<file path="src/rtl/decode_hazard_ctrl.sv">
// Decode-stage hazard scoreboard, writeback sequencing
// and R15 pixel-port arbitration for the register bank.
module decode_hazard_ctrl #(
  parameter int DEPTH = 3,
  parameter int CNT_W = 16
) (
  input  logic             clk,
  input  logic             rst_n,
  input  logic             id_valid,
  input  logic [3:0]       id_rp,
  input  logic [3:0]       id_rs,
  input  logic             id_rd_a,
  input  logic             id_rd_b,
  input  logic             id_a_r14,
  input  logic             id_b_r15,
  input  logic             id_wr,
  input  logic [3:0]       id_rg,
  input  logic             id_link,
  input  logic             ex_flush,
  input  logic             pix_req,
  output logic             sel_A,
  output logic             sel_B,
  output logic             sel_C,
  output logic             WE_C,
  output logic             WE_V,
  output logic             pix_ack,
  output logic             stall,
  output logic [CNT_W-1:0] stall_cnt
);

  typedef struct packed {
    logic       v;
    logic [3:0] dst;
    logic       link;
  } sb_t;

  sb_t              sb_q [DEPTH];
  sb_t              sb_d;
  logic [CNT_W-1:0] cnt_q;
  logic [CNT_W-1:0] cnt_d;

  logic [3:0] dst;
  logic [3:0] src_a;
  logic [3:0] src_b;
  logic       m_a;
  logic       m_b;
  logic       m_15;
  logic       hazard;
  logic       issue;

  assign dst   = id_link ? 4'd14 : id_rg;
  assign src_a = id_a_r14 ? 4'd14 : id_rp;
  assign src_b = id_b_r15 ? 4'd15 : id_rs;

  // WB entry counts too: bank write and read share an edge, no bypass
  always_comb begin
    m_a  = 1'b0;
    m_b  = 1'b0;
    m_15 = 1'b0;
    for (int i = 0; i < DEPTH; i++) begin
      m_a  = m_a  | (sb_q[i].v & (sb_q[i].dst == src_a));
      m_b  = m_b  | (sb_q[i].v & (sb_q[i].dst == src_b));
      m_15 = m_15 | (sb_q[i].v & (sb_q[i].dst == 4'd15));
    end
  end

  assign hazard = id_valid & ((id_rd_a & m_a) | (id_rd_b & m_b));
  assign stall  = hazard & ~ex_flush;
  assign issue  = id_valid & ~hazard & ~ex_flush;

  assign sel_A = id_a_r14;
  assign sel_B = id_b_r15;
  assign WE_C  = sb_q[DEPTH-1].v;
  assign sel_C = sb_q[DEPTH-1].link;

  assign pix_ack = pix_req & ~m_15
                 & ~(issue & id_wr & (dst == 4'd15));
  assign WE_V    = pix_ack;

  assign stall_cnt = cnt_q;

  always_comb begin
    sb_d = '0;
    if (issue) begin
      sb_d.v    = id_wr;
      sb_d.dst  = dst;
      sb_d.link = id_link;
    end
  end

  always_comb begin
    cnt_d = cnt_q;
    if (stall && !(&cnt_q)) cnt_d = cnt_q + 1'b1;
  end

  always_ff @(posedge clk or negedge rst_n) begin
    if (!rst_n) begin
      for (int i = 0; i < DEPTH; i++) sb_q[i] <= '0;
      cnt_q <= '0;
    end else begin
      sb_q[0] <= sb_d;
      for (int i = 1; i < DEPTH; i++) sb_q[i] <= sb_q[i-1];
      cnt_q <= cnt_d;
    end
  end

endmodule

</file>
<file path="config.mk">
export PLATFORM = sky130hd
export DESIGN_NAME = decode_hazard_ctrl
export DESIGN_NICKNAME = d
export VERILOG_FILES = /design/src/rtl/decode_hazard_ctrl.sv
export SDC_FILE = /design/constraint.sdc
export NUM_CORES = 1
export LEC_CHECK = 0
export BUFFER_PORTS_ARGS = -buffer_cell sky130_fd_sc_hd__buf_2
export CAP_MARGIN = 30
export CORE_MARGIN = 2
export CORE_UTILIZATION = 57
export CTS_CLUSTER_SIZE = 24
export DETAILED_ROUTE_END_ITERATION = 16
export MAX_ROUTING_LAYER = met4
export PLACE_DENSITY_LB_ADDON = 0.2
export SYNTH_ARGS = -nofsm -noshare
export SYNTH_HDL_FRONTEND = slang
export SYNTH_SLANG_ARGS = --single-unit
</file>
<file path="constraint.sdc">
create_clock -name clk -period 3.59 [get_ports clk]
set_input_delay 0.359 -clock clk [delete_from_list [all_inputs] [get_ports clk]]
set_output_delay 0.359 -clock clk [all_outputs]
set_load 0.005 [all_outputs]
</file>
==> tab_implementation.tex, run 1 <==
\begin{tabular}{lr}
\hline
Metric & Value \\
\hline
\multicolumn{2}{l}{\textbf{Power and ir drop}} \\
\quad Clock share of power & between 30\% and 40\% \\
\quad Worst voltage drop across the vdd grid & 0.2484 mV \\
\quad Reported net switching power & between 150 and 200 uW \\
\quad Switching part of the total & roughly a quarter \\
\quad Comb power frac & between 10\% and 20\% \\
\quad Leakage power total & 0.001060 uW \\
\quad Internal power component & 529.0 uW \\
\quad Flop pwr share & 57.9\% \\
\quad Power density cells & roughly 320 mW/mm\^{}2 \\
\multicolumn{2}{l}{\textbf{STA}} \\
\quad Setup\_tns & 0 ns \\
\quad Hold Vio Cnt, Final & 0 \\
\quad Setup violation total in the final timing report & 0 \\
\quad Pins over their slew limit & 0 \\
\quad Fmax & 371.7 MHz \\
\quad RSZ-0062 raised after global routing & false \\
\quad Pin slew with the least headroom to its limit & 0.8170 ns \\
\quad Period utilisation layout & 74.95\% \\
\quad Post-layout minimum cycle time & between 2 and 3 ns \\
\quad Setup clock skew after layout & roughly 0.0054 ns \\
\quad Worst max-slew margin expressed relative to the limit & a little under half \\
\multicolumn{2}{l}{\textbf{Worst setup path}} \\
\quad Kind of end point of the critical path & output port \\
\quad CP max-delay cell & sky130\_fd\_sc\_hd\_\_dfrtp\_1 \\
\quad Required time at the worst-slack endpoint & between 3 and 4 ns \\
\quad Critical setup path kind & reg -> out \\
\quad Worst Path Arrival & 2.33 ns \\
\quad Cell occurring most often along the worst timing path & sky130\_fd\_sc\_hd\_\_and3\_1 \\
\quad Type of element launching the critical path & flip-flop \\
\quad Cells along the critical path & o21bai\_1 -> a32oi\_1 -> nor4\_2 -> nor4\_1 -> and3\_1 -> and3\_1 -> a21boi\_0 -> buf\_2 \\
\quad Critical path's largest stage delay & around 0.49 ns \\
\quad Buffers plus inverters on the worst setup path & 1 \\
\quad Largest fanout on the critical path & 8 \\
\quad Top delay family on crit path & simple AND/OR/NAND/NOR gates \\
\multicolumn{2}{l}{\textbf{Logic synthesis}} \\
\quad Post-synthesis cell type count & 47 \\
\quad Fraction of post-synthesis cell area in the top cell type by area & 43.81\% \\
\quad Flip-flop cell with the highest count after synthesis & sky130\_fd\_sc\_hd\_\_dfrtp\_1 \\
\quad Number of enable-type register cells in the synthesized netlist & 0 \\
\quad Synth Instances & approximately 190 \\
\quad Number of warnings reported in the yosys synthesis log & 0 \\
\quad Mean instance size in the synthesized netlist & 10.33 sq um \\
\quad Count of state elements after synthesis & 34 \\
\quad Area of the mapped netlist & slightly below 0.002 sq mm \\
\quad Library cell with the largest summed area after synthesis & sky130\_fd\_sc\_hd\_\_dfrtp\_1 \\
\quad Ys async rst share & 100.0\% \\
\quad Largest cells by area after synthesis & sky130\_fd\_sc\_hd\_\_dfrtp\_1 (44\%), sky130\_fd\_sc\_hd\_\_xor2\_1 (6.8\%), sky130\_fd\_sc\_hd\_\_xnor2\_1 (5.0\%) \\
\quad Nets in the synthesized netlist & between 200 and 250 \\
\quad Sequential share of the synthesized area & between 40 and 50\% \\
\multicolumn{2}{l}{\textbf{Placement}} \\
\quad Final HPWL from detailed placement & about 3200 um \\
\quad Routability congestion estimate & 0.9839 \\
\quad I/O Buffers & between 40 and 50 \\
\multicolumn{2}{l}{\textbf{GRT}} \\
\quad Antenna violations before repair & 0 \\
\quad Vias in the first global route & around 1500 \\
\quad All-Layer GR Usage & roughly a quarter \\
\quad Total grt overflow & 0 \\
\quad Global-route wire length before repair & a little over 7000 um \\
\quad Maximum number of pins on one net before global-route repair & 35 \\
\multicolumn{2}{l}{\textbf{Route}} \\
\quad First DRT Iteration DRCs & 105 \\
\quad Total wirelength of the detailed-routed design & 4169 um \\
\quad Average vias per placed instance & roughly 5.7 \\
\quad ANT nets after route & 0 \\
\quad WL/cell & 15.05 um \\
\quad Number of DRC violations after detailed routing & 0 \\
\quad Number of iterations in the first detailed-routing pass & 4 \\
\quad Via count & around 1600 \\
\multicolumn{2}{l}{\textbf{Finish}} \\
\quad Share of layout cells above drive strength 1 & 29.00\% \\
\quad Final \#Nets & 254 \\
\quad Most frequent cells in the layout & sky130\_fd\_sc\_hd\_\_buf\_2 (45), sky130\_fd\_sc\_hd\_\_dfrtp\_1 (34), sky130\_fd\_sc\_hd\_\_xor2\_1 (15), sky130\_fd\_sc\_hd\_\_nand3\_1 (15), sky130\_fd\_sc\_hd\_\_xnor2\_1 (11) \\
\quad Most common cell after layout, fill and taps aside & sky130\_fd\_sc\_hd\_\_buf\_2 \\
\quad Finished Core Util & $\sim$67\% \\
\quad Area growth syn-to-layout & 13.66\% \\
\quad Antenna diodes & 0 \\
\multicolumn{2}{l}{\textbf{Outcome}} \\
\quad Status & finished, final reports clean \\
\multicolumn{2}{l}{\textbf{CTS}} \\
\quad Number of clock sinks & 34 \\
\quad Maximum clock insertion buffer count & 2 \\
\quad Clock insertion delay at the later pin of the skew report & roughly 0.32 ns \\
\quad H-tree level count & 2 \\
\quad CTS root buffer & sky130\_fd\_sc\_hd\_\_clkbuf\_4 \\
\quad Clock transition at the registers of the reported paths & $\sim$0.1 ns \\
\quad Setup Fix Bufs, Post-CTS & 0 \\
\quad Number of buffers added by the clock tree synthesis step & 5 \\
\quad CTS Hold Buffers Added & 0 \\
\quad Post-CTS sizing & 0 \\
\quad Clock tree from TritonCTS & built \\
\multicolumn{2}{l}{\textbf{Floorplanning}} \\
\quad Horizontal extent of the die & 62.37 um \\
\quad Die Span Y & $\sim$62 um \\
\quad Rows & 21 \\
\quad Placeable core region & around 0.0033 sq mm \\
\quad Die footprint & between 0.003 and 0.004 sq mm \\
\quad Starting density of the core & between 50\% and 60\% \\
\quad I/O pin cnt & 46 \\
\multicolumn{2}{l}{\textbf{Hold path}} \\
\quad Worst hold path class & in -> async \\
\multicolumn{2}{l}{\textbf{Run}} \\
\quad MaxCap Viol Count & 0 \\
\hline
\end{tabular}
==> worst reg2reg max path, cell delays in order, from the launching register on <==
cell                       delay [ns]
sky130_fd_sc_hd__dfrtp_1         0.51
sky130_fd_sc_hd__o21bai_1        0.16
sky130_fd_sc_hd__a32oi_1         0.12
sky130_fd_sc_hd__nor4_2          0.29
sky130_fd_sc_hd__nor4_1          0.10
sky130_fd_sc_hd__and3_1          0.21
sky130_fd_sc_hd__buf_4           0.21
sky130_fd_sc_hd__or3_4           0.42
sky130_fd_sc_hd__mux2_4          0.31
==> final cells by class <==
cell class                 count  area, sq um
tap                           46        57.56
timing repair buffer          46        232.7
fill                         277         1104
inverter                       1        3.754
clock inverter                 1        5.005
sequential                    34        850.8
clock buffer                   7        55.05
multi-input combinational    142         1002
==> per-layer routing <==
metal	GRT usage, %	up-vias	part of all wire, %	wire, um
met5	-	-	0	0
met4	8.889	0	1.0	43
met3	5.435	5	7.7	319
met2	35.19	68	46	1936
met1	34.33	746	45	1871
li1	-	762	-	-
==> Yosys cell counts (all sizes together) (4+ instances only) <==
cell and count:
buf 9, o21bai 5, nor3 6, dfrtp 34, nor4 11, nand2 4
nand2b 10, nand4 7, nor2 14, xor2 15, and3 7, nand3 15
xnor2 11
==> final timing paths <==
check	start	endpoint	slack [ns]	cells after the start
setup reg to reg	sb_q[10]$_DFF_PN0_	stall_cnt[1]$_DFFE_PN0P_	1.14	8
setup / recovery	sb_q[10]$_DFF_PN0_	pix_ack	0.90	8
min in group clk	id_rg[1]	sb_q[14]$_DFF_PN0_	0.25	2
hold reg to reg	sb_q[6]$_DFF_PN0_	sel_C$_DFF_PN0_	0.37	0
max in group asynchronous	rst_n	stall_cnt[3]$_DFFE_PN0P_	3.05	1
hold / removal	rst_n	sel_C$_DFF_PN0_	0.08	1
==> metrics by stage <==
step	setup WS, ns	instances	instance area (sq um)	total power, uW	hold WS [ns]
floorplan	1.156	188	1942	467.7	0.06341
global placement	1.096	269	2147	499.7	0.3370
detailed placement	1.003	269	2147	503.6	0.3575
CTS	0.8921	277	2207	718.6	0.09450
global route	0.6441	277	2207	751.5	0.1165
finish	0.8994	277	2207	710.5	0.08150
==> sequential cells by signal, indices dropped and copies added (netlist names) <==
name	cells
sel_C	1
stall_cnt	16
sb_q	16
WE_C	1
==> cell families (layout without fill, tap and decap cells) <==
logic type,Yosys count,count (layout),synth area share (%)
AO/OA/AOI/OAI,29,29,10.76
XOR/XNOR,26,26,11.73
adder cells (fa/ha/maj),1,1,0.6442
buffers and inverters,12,55,4.574
flip-flops,34,34,43.81
multiplexers,1,1,0.7730
AND/OR/NAND/NOR,85,85,27.71
==> power by group through the flow <==
| stage | logic (uW) | clock network [uW] | registers (uW) |
|---|---|---|---|
| after global placement | 82.5 | 0 | 417 |
| after CTS | 85.5 | 222 | 411 |
| final | 84.8 | 215 | 411 |
| after global routing | 95.0 | 243 | 413 |
| after detailed placement | 85.4 | 0 | 418 |
| after floorplan | 55.0 | 0 | 413 |
Power figures use the tool's default switching activity.
==> run 2: changes to the inputs <==
--- a/config.mk
+++ b/config.mk
@@ -5,10 +5,11 @@
 export SDC_FILE = /design/constraint.sdc
 export NUM_CORES = 1
 export LEC_CHECK = 0
+export ABC_AREA = 1
 export BUFFER_PORTS_ARGS = -buffer_cell sky130_fd_sc_hd__buf_2
 export CAP_MARGIN = 30
 export CORE_MARGIN = 2
-export CORE_UTILIZATION = 57
+export CORE_UTILIZATION = 54
 export CTS_CLUSTER_SIZE = 24
 export DETAILED_ROUTE_END_ITERATION = 16
 export MAX_ROUTING_LAYER = met4
==> constraint.sdc (replaced) <==
create_clock -name clk -period 2.8 [get_ports clk]
set_input_delay 0.28 -clock clk [delete_from_list [all_inputs] [get_ports clk]]
set_output_delay 0.28 -clock clk [all_outputs]
set_load 0.005 [all_outputs]
==> tab_implementation.tex, run 2 <==
\begin{tabular}{lr}
\hline
Metric & Value \\
\hline
\multicolumn{2}{l}{\textbf{CTS}} \\
\quad Number of buffers added by the clock tree synthesis step & 5 (unchanged) \\
\quad Clock insertion delay at the later pin of the skew report & 0.29 ns (-0.03 ns) \\
\quad Setup Fix Bufs, Post-CTS & 0 (unchanged) \\
\quad Clock tree from TritonCTS & built \\
\quad H-tree level count & 2 (unchanged) \\
\quad Clock transition at the registers of the reported paths & 0.07 ns (-0.03 ns) \\
\quad Number of clock sinks & 34 (unchanged) \\
\quad Post-CTS sizing & 0 (unchanged) \\
\quad CTS Hold Buffers Added & 0 (unchanged) \\
\quad Maximum clock insertion buffer count & 2 (unchanged) \\
\quad CTS root buffer & sky130\_fd\_sc\_hd\_\_clkbuf\_8 \\
\multicolumn{2}{l}{\textbf{STA}} \\
\quad Fmax & 493.8 MHz \\
\quad Setup violation total in the final timing report & 0 (unchanged) \\
\quad RSZ-0062 raised after global routing & false \\
\quad Worst max-slew margin expressed relative to the limit & 51.30\% (+5.9 points) \\
\quad Pin slew with the least headroom to its limit & 0.7304 ns (-0.08657 ns) \\
\quad Min setup slack post-route & 0.7747 ns (-0.1247 ns) \\
\quad Hold Vio Cnt, Final & 0 (unchanged) \\
\quad Post-layout minimum cycle time & just over 2 ns \\
\quad Setup clock skew after layout & 0.004626 ns (-0.0008155 ns) \\
\quad Period utilisation layout & $\sim$72\% \\
\quad Setup\_tns & 0 ns (unchanged) \\
\quad Pins over their slew limit & 0 (unchanged) \\
\multicolumn{2}{l}{\textbf{Route}} \\
\quad Average vias per placed instance & 5.074 (-11\%) \\
\quad Number of iterations in the first detailed-routing pass & 4 (unchanged) \\
\quad ANT nets after route & 0 (unchanged) \\
\quad First DRT Iteration DRCs & 112 (+6.7\%) \\
\quad Via count & 1923 (+22\%) \\
\quad WL/cell & 12.02 um (-20\%) \\
\quad Total wirelength of the detailed-routed design & 4555 um (+9.3\%) \\
\quad Number of DRC violations after detailed routing & 0 (unchanged) \\
\multicolumn{2}{l}{\textbf{Logic synthesis}} \\
\quad Flip-flop cell with the highest count after synthesis & sky130\_fd\_sc\_hd\_\_dfrtp\_1 \\
\quad Largest cells by area after synthesis & sky130\_fd\_sc\_hd\_\_dfrtp\_1 (41\%), sky130\_fd\_sc\_hd\_\_nand2\_1 (15\%), sky130\_fd\_sc\_hd\_\_nor2\_1 (7.4\%) \\
\quad Ys async rst share & 100.0\% (unchanged) \\
\quad Post-synth top cells & sky130\_fd\_sc\_hd\_\_nand2\_1 (84), sky130\_fd\_sc\_hd\_\_nor2\_1 (41), sky130\_fd\_sc\_hd\_\_dfrtp\_1 (34), sky130\_fd\_sc\_hd\_\_inv\_1 (34), sky130\_fd\_sc\_hd\_\_nand3\_1 (20) \\
\quad Mean instance size in the synthesized netlist & 7.335 sq um (-29\%) \\
\quad Synth Instances & 284 (+51\%) \\
\quad Fraction of post-synthesis cell area in the top cell type by area & 40.84\% (-3.0 points) \\
\quad Number of warnings reported in the yosys synthesis log & 0 (unchanged) \\
\quad Area of the mapped netlist & 0.002083 sq mm (+7.3\%) \\
\quad Number of enable-type register cells in the synthesized netlist & 0 (unchanged) \\
\quad Most common cell in the netlist & sky130\_fd\_sc\_hd\_\_nand2\_1 \\
\quad Count of state elements after synthesis & 34 (unchanged) \\
\quad Sequential share of the synthesized area & 40.84\% (-3.0 points) \\
\quad Library cell with the largest summed area after synthesis & sky130\_fd\_sc\_hd\_\_dfrtp\_1 \\
\quad Post-synthesis cell type count & 23 (-51\%) \\
\quad Nets in the synthesized netlist & 308 (+45\%) \\
\multicolumn{2}{l}{\textbf{Finish}} \\
\quad Most frequent cells in the layout & sky130\_fd\_sc\_hd\_\_nand2\_1 (84), sky130\_fd\_sc\_hd\_\_buf\_2 (45), sky130\_fd\_sc\_hd\_\_nor2\_1 (41), sky130\_fd\_sc\_hd\_\_dfrtp\_1 (34), sky130\_fd\_sc\_hd\_\_inv\_1 (34) \\
\quad Antenna diodes & 0 (unchanged) \\
\quad Final \#Nets & 354 (+39\%) \\
\quad Fill count & 340 (+23\%) \\
\quad Most common cell after layout, fill and taps aside & sky130\_fd\_sc\_hd\_\_nand2\_1 \\
\quad Final cell count without fillers & 379 (+37\%) \\
\quad Post-route design area & 0.002404 sq mm (+8.9\%) \\
\quad Share of layout cells above drive strength 1 & 24.17\% (-4.8 points) \\
\quad Finished Core Util & 65.16\% (-1.5 points) \\
\quad Area growth syn-to-layout & 15.38\% \\
\multicolumn{2}{l}{\textbf{Floorplanning}} \\
\quad Die footprint & 0.004371 sq mm (+12\%) \\
\quad Starting density of the core & 56.48\% (-2.2 points) \\
\quad Horizontal extent of the die & 66.11 um (+6.0\%) \\
\quad Die Span Y & 66.11 um (+6.0\%) \\
\quad Rows & 22 (+4.8\%) \\
\quad Placeable core region & 0.003689 sq mm (+11\%) \\
\quad I/O pin cnt & 46 (unchanged) \\
\multicolumn{2}{l}{\textbf{Placement}} \\
\quad Post-DP Area & 0.002312 sq mm (+7.7\%) \\
\quad Final HPWL from detailed placement & 3411 um (+6.7\%) \\
\quad Worst slack at placement & 0.7600 ns (-0.2433 ns) \\
\quad Routability congestion estimate & 0.9829 (-0.10\%) \\
\quad DP Cell Count & 371 (+38\%) \\
\quad I/O Buffers & 45 (unchanged) \\
\multicolumn{2}{l}{\textbf{Worst setup path}} \\
\quad Required time at the worst-slack endpoint & 3.01 ns (-0.22 ns) \\
\quad Critical setup path kind & reg -> reg \\
\quad Largest fanout on the critical path & 31 (+23) \\
\quad Type of element launching the critical path & flip-flop \\
\quad Kind of end point of the critical path & flip-flop \\
\quad Worst Path Arrival & 2.23 ns (-0.10 ns) \\
\multicolumn{2}{l}{\textbf{GRT}} \\
\quad All-Layer GR Usage & 23.88\% (-0.59 points) \\
\quad Global-route wire length before repair & 7617 um (+5.7\%) \\
\quad Vias in the first global route & 1769 (+16\%) \\
\quad Antenna violations before repair & 0 (unchanged) \\
\quad Total grt overflow & 0 (unchanged) \\
\quad Maximum number of pins on one net before global-route repair & 35 (unchanged) \\
\multicolumn{2}{l}{\textbf{Hold path}} \\
\quad Worst hold path class & in -> async \\
\multicolumn{2}{l}{\textbf{Outcome}} \\
\quad Status & finished, final reports clean \\
\multicolumn{2}{l}{\textbf{Power and ir drop}} \\
\quad Worst voltage drop across the vdd grid & 0.4193 mV (+69\%) \\
\quad Leakage power total & 0.001183 uW (+12\%) \\
\quad Internal power component & 740.9 uW (+40\%) \\
\quad Power density cells & 415.1 mW/mm\^{}2 (+29\%) \\
\quad Comb power frac & 10.1\% (-1.8 points) \\
\quad Flop pwr share & 52.4\% (-5.5 points) \\
\quad Clock share of power & 37.5\% (+7.3 points) \\
\quad Reported net switching power & 256.8 uW (+42\%) \\
\quad Switching part of the total & 25.74\% (+0.20 points) \\
\multicolumn{2}{l}{\textbf{Run}} \\
\quad MaxCap Viol Count & 0 (unchanged) \\
\hline
\end{tabular}
## run 2: final timing paths
| kind | from | end | slack [ns] | cells after the start |
|---|---|---|---|---|
| max | stall_cnt[0]$_DFFE_PN0P_ | stall_cnt[1]$_DFFE_PN0P_ | 0.77 | 9 |
| min | rst_n | sb_q[6]$_DFF_PN0_ | 0.05 | 1 |
| min reg2reg | sb_q[6]$_DFF_PN0_ | sel_C$_DFF_PN0_ | 0.35 | 0 |
| max in group asynchronous | rst_n | sb_q[4]$_DFF_PN0_ | 2.28 | 1 |
| max reg2reg | stall_cnt[0]$_DFFE_PN0P_ | stall_cnt[1]$_DFFE_PN0P_ | 0.77 | 9 |
| min in group clk | id_rg[0] | sb_q[13]$_DFF_PN0_ | 0.24 | 3 |
## run 2: per-layer routing
layer	track usage [%]	up-vias	part of all wire, %
met5	-	-	0
met2	38.50	49	49
li1	-	976	-
met4	11.22	0	3.4
met1	28.63	882	44
met3	5.111	16	4.3
## run 2: area by class of cell
class | count | area (sq um) | area share [%]
Multi-Input combinational cell | 207 | 1037 | 43.15
Sequential cell | 34 | 850.8 | 35.40
Timing Repair Buffer | 45 | 225.2 | 9.370
Inverter | 37 | 138.9 | 5.778
Clock buffer | 7 | 86.33 | 3.592
Tap cell | 48 | 60.06 | 2.499
Clock inverter | 1 | 5.005 | 0.2082
## run 2: through the flow
step | hold slack, ns | power [uW]
after floorplan | -0.01559 | 583.9
after global placement | 0.3393 | 630.3
after detailed placement | 0.3355 | 633.1
after CTS | 0.07146 | 998.1
after global routing | 0.1082 | 1043
final | 0.05148 | 997.7
## run 2: logic make-up (layout without fill, tap and decap cells)
group	Yosys count	count (layout)	synth area share [%]
AND/OR/NAND/NOR	167	167	34.42
buffers and inverters	43	90	9.369
flip-flops	34	34	40.84
AO/OA/AOI/OAI	25	25	8.889
XOR/XNOR	14	14	5.886
adder cells (fa/ha/maj)	1	1	0.6005
## run 2: critical path, cell delays in order (launching register included)
cell	delay, ns
sky130_fd_sc_hd__dfrtp_1	0.44
sky130_fd_sc_hd__ha_1	0.21
sky130_fd_sc_hd__nand2_1	0.07
sky130_fd_sc_hd__nor2_2	0.19
sky130_fd_sc_hd__nand3_2	0.14
sky130_fd_sc_hd__nor2_2	0.13
sky130_fd_sc_hd__nand3_1	0.16
sky130_fd_sc_hd__nand3_4	0.38
sky130_fd_sc_hd__nand2_1	0.13
sky130_fd_sc_hd__o21ai_2	0.08
## run 2: power groups by stage
stage | clock network [uW] | registers (uW) | logic, uW
floorplan | 0 | 527 | 57.1
global placement | 0 | 531 | 99.3
finish | 374 | 523 | 101
detailed placement | 0 | 531 | 102
CTS | 374 | 522 | 102
global route | 403 | 524 | 116
==> run 3: changes to the inputs <==
--- a/config.mk
+++ b/config.mk
@@ -9,7 +9,7 @@
 export BUFFER_PORTS_ARGS = -buffer_cell sky130_fd_sc_hd__buf_2
 export CAP_MARGIN = 30
 export CORE_MARGIN = 2
-export CORE_UTILIZATION = 54
+export CORE_UTILIZATION = 49
 export CTS_CLUSTER_SIZE = 24
 export DETAILED_ROUTE_END_ITERATION = 16
 export MAX_ROUTING_LAYER = met4
==> constraint.sdc (replaced) <==
create_clock -name clk -period 1.8 [get_ports clk]
set_input_delay 0.18 -clock clk [delete_from_list [all_inputs] [get_ports clk]]
set_output_delay 0.18 -clock clk [all_outputs]
set_load 0.005 [all_outputs]
==> tab_implementation.tex, run 3 (same netlist as run 2, synthesis figures left out) <==
\begin{tabular}{lr}
\hline
Metric & Value \\
\hline
\multicolumn{2}{l}{\textbf{Run}} \\
\quad MaxCap Viol Count & 0 (unchanged) \\
\multicolumn{2}{l}{\textbf{CTS}} \\
\quad Clock insertion delay at the later pin of the skew report & 0.29 ns (about the same) \\
\quad Maximum clock insertion buffer count & 2 (unchanged) \\
\quad Number of buffers added by the clock tree synthesis step & 5 (unchanged) \\
\quad Clock tree from TritonCTS & built \\
\quad Number of clock sinks & 34 (unchanged) \\
\quad H-tree level count & 2 (unchanged) \\
\quad Clock transition at the registers of the reported paths & 0.08 ns (about the same) \\
\quad CTS root buffer & sky130\_fd\_sc\_hd\_\_clkbuf\_8 \\
\multicolumn{2}{l}{\textbf{Finish}} \\
\quad Post-route design area & 0.002684 sq mm (+12\%) \\
\quad Finished Core Util & 66.14\% (+0.98 points) \\
\quad Final \#Nets & 374 (+5.6\%) \\
\quad Antenna diodes & 0 (unchanged) \\
\quad Share of layout cells above drive strength 1 & 37.04\% (+13 points) \\
\quad Most frequent cells in the layout & sky130\_fd\_sc\_hd\_\_nand2\_1 (78), sky130\_fd\_sc\_hd\_\_buf\_2 (45), sky130\_fd\_sc\_hd\_\_nor2\_1 (37), sky130\_fd\_sc\_hd\_\_dfrtp\_1 (31), sky130\_fd\_sc\_hd\_\_inv\_1 (26) \\
\quad Most common cell after layout, fill and taps aside & sky130\_fd\_sc\_hd\_\_nand2\_1 \\
\quad Area growth syn-to-layout & 28.83\% \\
\multicolumn{2}{l}{\textbf{Worst setup path}} \\
\quad Top delay family on crit path & simple AND/OR/NAND/NOR gates \\
\quad Cell occurring most often along the worst timing path & sky130\_fd\_sc\_hd\_\_nand2\_2 \\
\quad Worst Path Arrival & 1.77 ns (-0.46 ns) \\
\quad Largest fanout on the critical path & 4 (-87\%) \\
\quad Critical setup path kind & reg -> out \\
\quad Number of cell instances on the worst register-to-register path & 13 (+4) \\
\quad CP max-delay cell & sky130\_fd\_sc\_hd\_\_dfrtp\_2 \\
\quad Type of element launching the critical path & flip-flop \\
\quad Critical path's largest stage delay & 0.44 ns (about the same) \\
\quad Buffers plus inverters on the worst setup path & 2 (+2) \\
\quad Kind of end point of the critical path & output port \\
\quad Cells along the critical path & buf\_6 -> nand2\_2 -> nand2\_2 -> nor2\_4 -> nand3\_2 -> nand3\_2 -> nand2\_2 -> nand4\_1 -> nor2\_1 -> nor2\_1 -> buf\_2 \\
\quad Required time at the worst-slack endpoint & 1.62 ns (-1.39 ns) \\
\quad Count of cell instances traversed by the critical path & 11 (+2) \\
\multicolumn{2}{l}{\textbf{GRT}} \\
\quad Layer with the highest usage after global routing & met1 \\
\quad Total grt overflow & 0 (unchanged) \\
\quad Met3 layer usage reported by global route & 4.360\% (-0.75 points) \\
\quad Antenna violations before repair & 0 (unchanged) \\
\quad All-Layer GR Usage & 21.89\% (-2.0 points) \\
\quad Global routing usage on met1 & 32.24\% (+3.6 points) \\
\quad Vias in the first global route & 1817 (+2.7\%) \\
\quad Maximum number of pins on one net before global-route repair & 35 (unchanged) \\
\quad Global-route met2 utilization & 31.09\% (-7.4 points) \\
\quad Global-route wire length before repair & 8369 um (+9.9\%) \\
\multicolumn{2}{l}{\textbf{Hold path}} \\
\quad Worst hold path class & in -> reg \\
\quad Min-Delay Path Depth & 3 \\
\multicolumn{2}{l}{\textbf{STA}} \\
\quad RSZ-0062 raised after global routing & true \\
\quad Fmax & between 500 and 600 MHz \\
\quad Setup clock skew after layout & 0.007515 ns (+0.002889 ns) \\
\quad Min setup slack post-route & -0.1495 ns (-0.9242 ns) \\
\quad Worst max-slew margin expressed relative to the limit & 49.73\% (-1.6 points) \\
\quad Pins over their slew limit & 0 (unchanged) \\
\quad Hold Vio Cnt, Final & 0 (unchanged) \\
\quad Post-layout minimum cycle time & roughly 2 ns \\
\quad Period utilisation layout & 108.3\% \\
\quad Pin slew with the least headroom to its limit & 0.7540 ns (+0.02357 ns) \\
\quad Worst hold slack after final layout & 0.1344 ns (+0.08289 ns) \\
\quad Setup violation total in the final timing report & 3 (+3) \\
\multicolumn{2}{l}{\textbf{Floorplanning}} \\
\quad Horizontal extent of the die & 69.21 um (+4.7\%) \\
\quad Starting density of the core & 51.34\% (-5.1 points) \\
\quad Rows & 23 (+4.5\%) \\
\quad I/O pin cnt & 46 (unchanged) \\
\quad Die footprint & 0.004789 sq mm (+9.6\%) \\
\quad Placeable core region & 0.004058 sq mm (+10\%) \\
\quad Die Span Y & 69.21 um (+4.7\%) \\
\multicolumn{2}{l}{\textbf{Power and ir drop}} \\
\quad Leakage power total & 0.001314 uW (+11\%) \\
\quad Power density cells & 609.6 mW/mm\^{}2 (+47\%) \\
\quad Worst voltage drop across the vdd grid & 0.3759 mV (-10\%) \\
\quad Design Power & 1636 uW (+64\%) \\
\multicolumn{2}{l}{\textbf{Placement}} \\
\quad Post-DP Area & 0.002372 sq mm (+2.6\%) \\
\quad I/O Buffers & 45 (unchanged) \\
\quad Routability congestion estimate & 0.9045 (-8.0\%) \\
\quad Worst slack at placement & 0.08267 ns (-0.6773 ns) \\
\quad Final HPWL from detailed placement & 3535 um (+3.6\%) \\
\multicolumn{2}{l}{\textbf{Route}} \\
\quad Via count & 2032 (+5.7\%) \\
\quad Total wirelength of the detailed-routed design & 5155 um (+13\%) \\
\quad Number of DRC violations after detailed routing & 0 (unchanged) \\
\quad ANT nets after route & 0 (unchanged) \\
\quad Average vias per placed instance & 5.067 (-0.13\%) \\
\quad First DRT Iteration DRCs & 177 (+58\%) \\
\quad Number of iterations in the first detailed-routing pass & 5 (+1) \\
\quad WL/cell & 12.86 um (+7.0\%) \\
\multicolumn{2}{l}{\textbf{Outcome}} \\
\quad Status & complete, but fails checks \\
\quad Violations in the final reports & setup timing \\
\hline
\end{tabular}
[run 3: cell count changes in the layout (fill, tap and decap cells not counted), sizes merged]
cell / change
dlygate4sd3: +1
buf: +18
clkinvlp: +1
[run 3: final timing paths]
path | startpoint | to | slack [ns]
setup / recovery | sb_q[16]$_DFF_PN0_ | WE_V | -0.15
hold / removal | id_rg[2] | sb_q[15]$_DFF_PN0_ | 0.13
setup reg to reg | sb_q[16]$_DFF_PN0_ | stall_cnt[1]$_DFFE_PN0P_ | 0.10
hold reg to reg | sb_q[6]$_DFF_PN0_ | sel_C$_DFF_PN0_ | 0.36
max in group asynchronous | rst_n | sb_q[10]$_DFF_PN0_ | 0.78
min in group asynchronous | rst_n | sb_q[1]$_DFF_PN0_ | 0.50
[run 3: area by class of cell]
cell class              instances  area, sq um
well taps                      50        62.56
clock buffers                   6        82.58
multi-input cells             207         1114
fillers                       374         1374
flip-flops and latches         34        854.6
inverters                      37        138.9
repair buffers                 65        419.2
clock inverters                 2        12.51
[run 3: timing repair]
item	in CTS	in global routing
endpoints found under the hold margin	34	0
pin swaps	2	21
setup buffers	11	3
cloned	0	1
hold buffers	1	0
setup endpoints to repair	3	20
gates resized for setup	5	32
[run 3: worst min-delay path, cell delays in order]
cell and delay (ns):
sky130_fd_sc_hd__buf_2 0.07, sky130_fd_sc_hd__nor2_1 0.04, sky130_fd_sc_hd__nor2_1 0.09
[run 3: routing by layer]
metal | up-vias | part of all wire (%)
li1 | 1018 | -
met1 | 932 | 47
met2 | 74 | 45
met3 | 8 | 6.0
met4 | 0 | 1.1
met5 | - | 0
[run 3: per-stage QoR]
stage               TNS [ns]  cells
global route         -0.7439    401
floorplan                  0    284
global placement           0    379
CTS                  -0.3482    399
detailed placement         0    379
finish               -0.3888    401
[run 3: where the power goes]
group	internal [uW]	switching [uW]	leakage, uW
combinational	91.9	126	0.000808
clock	308	301	0.0000472
sequential	785	23.7	0.000459
total	1180	451	0.00131
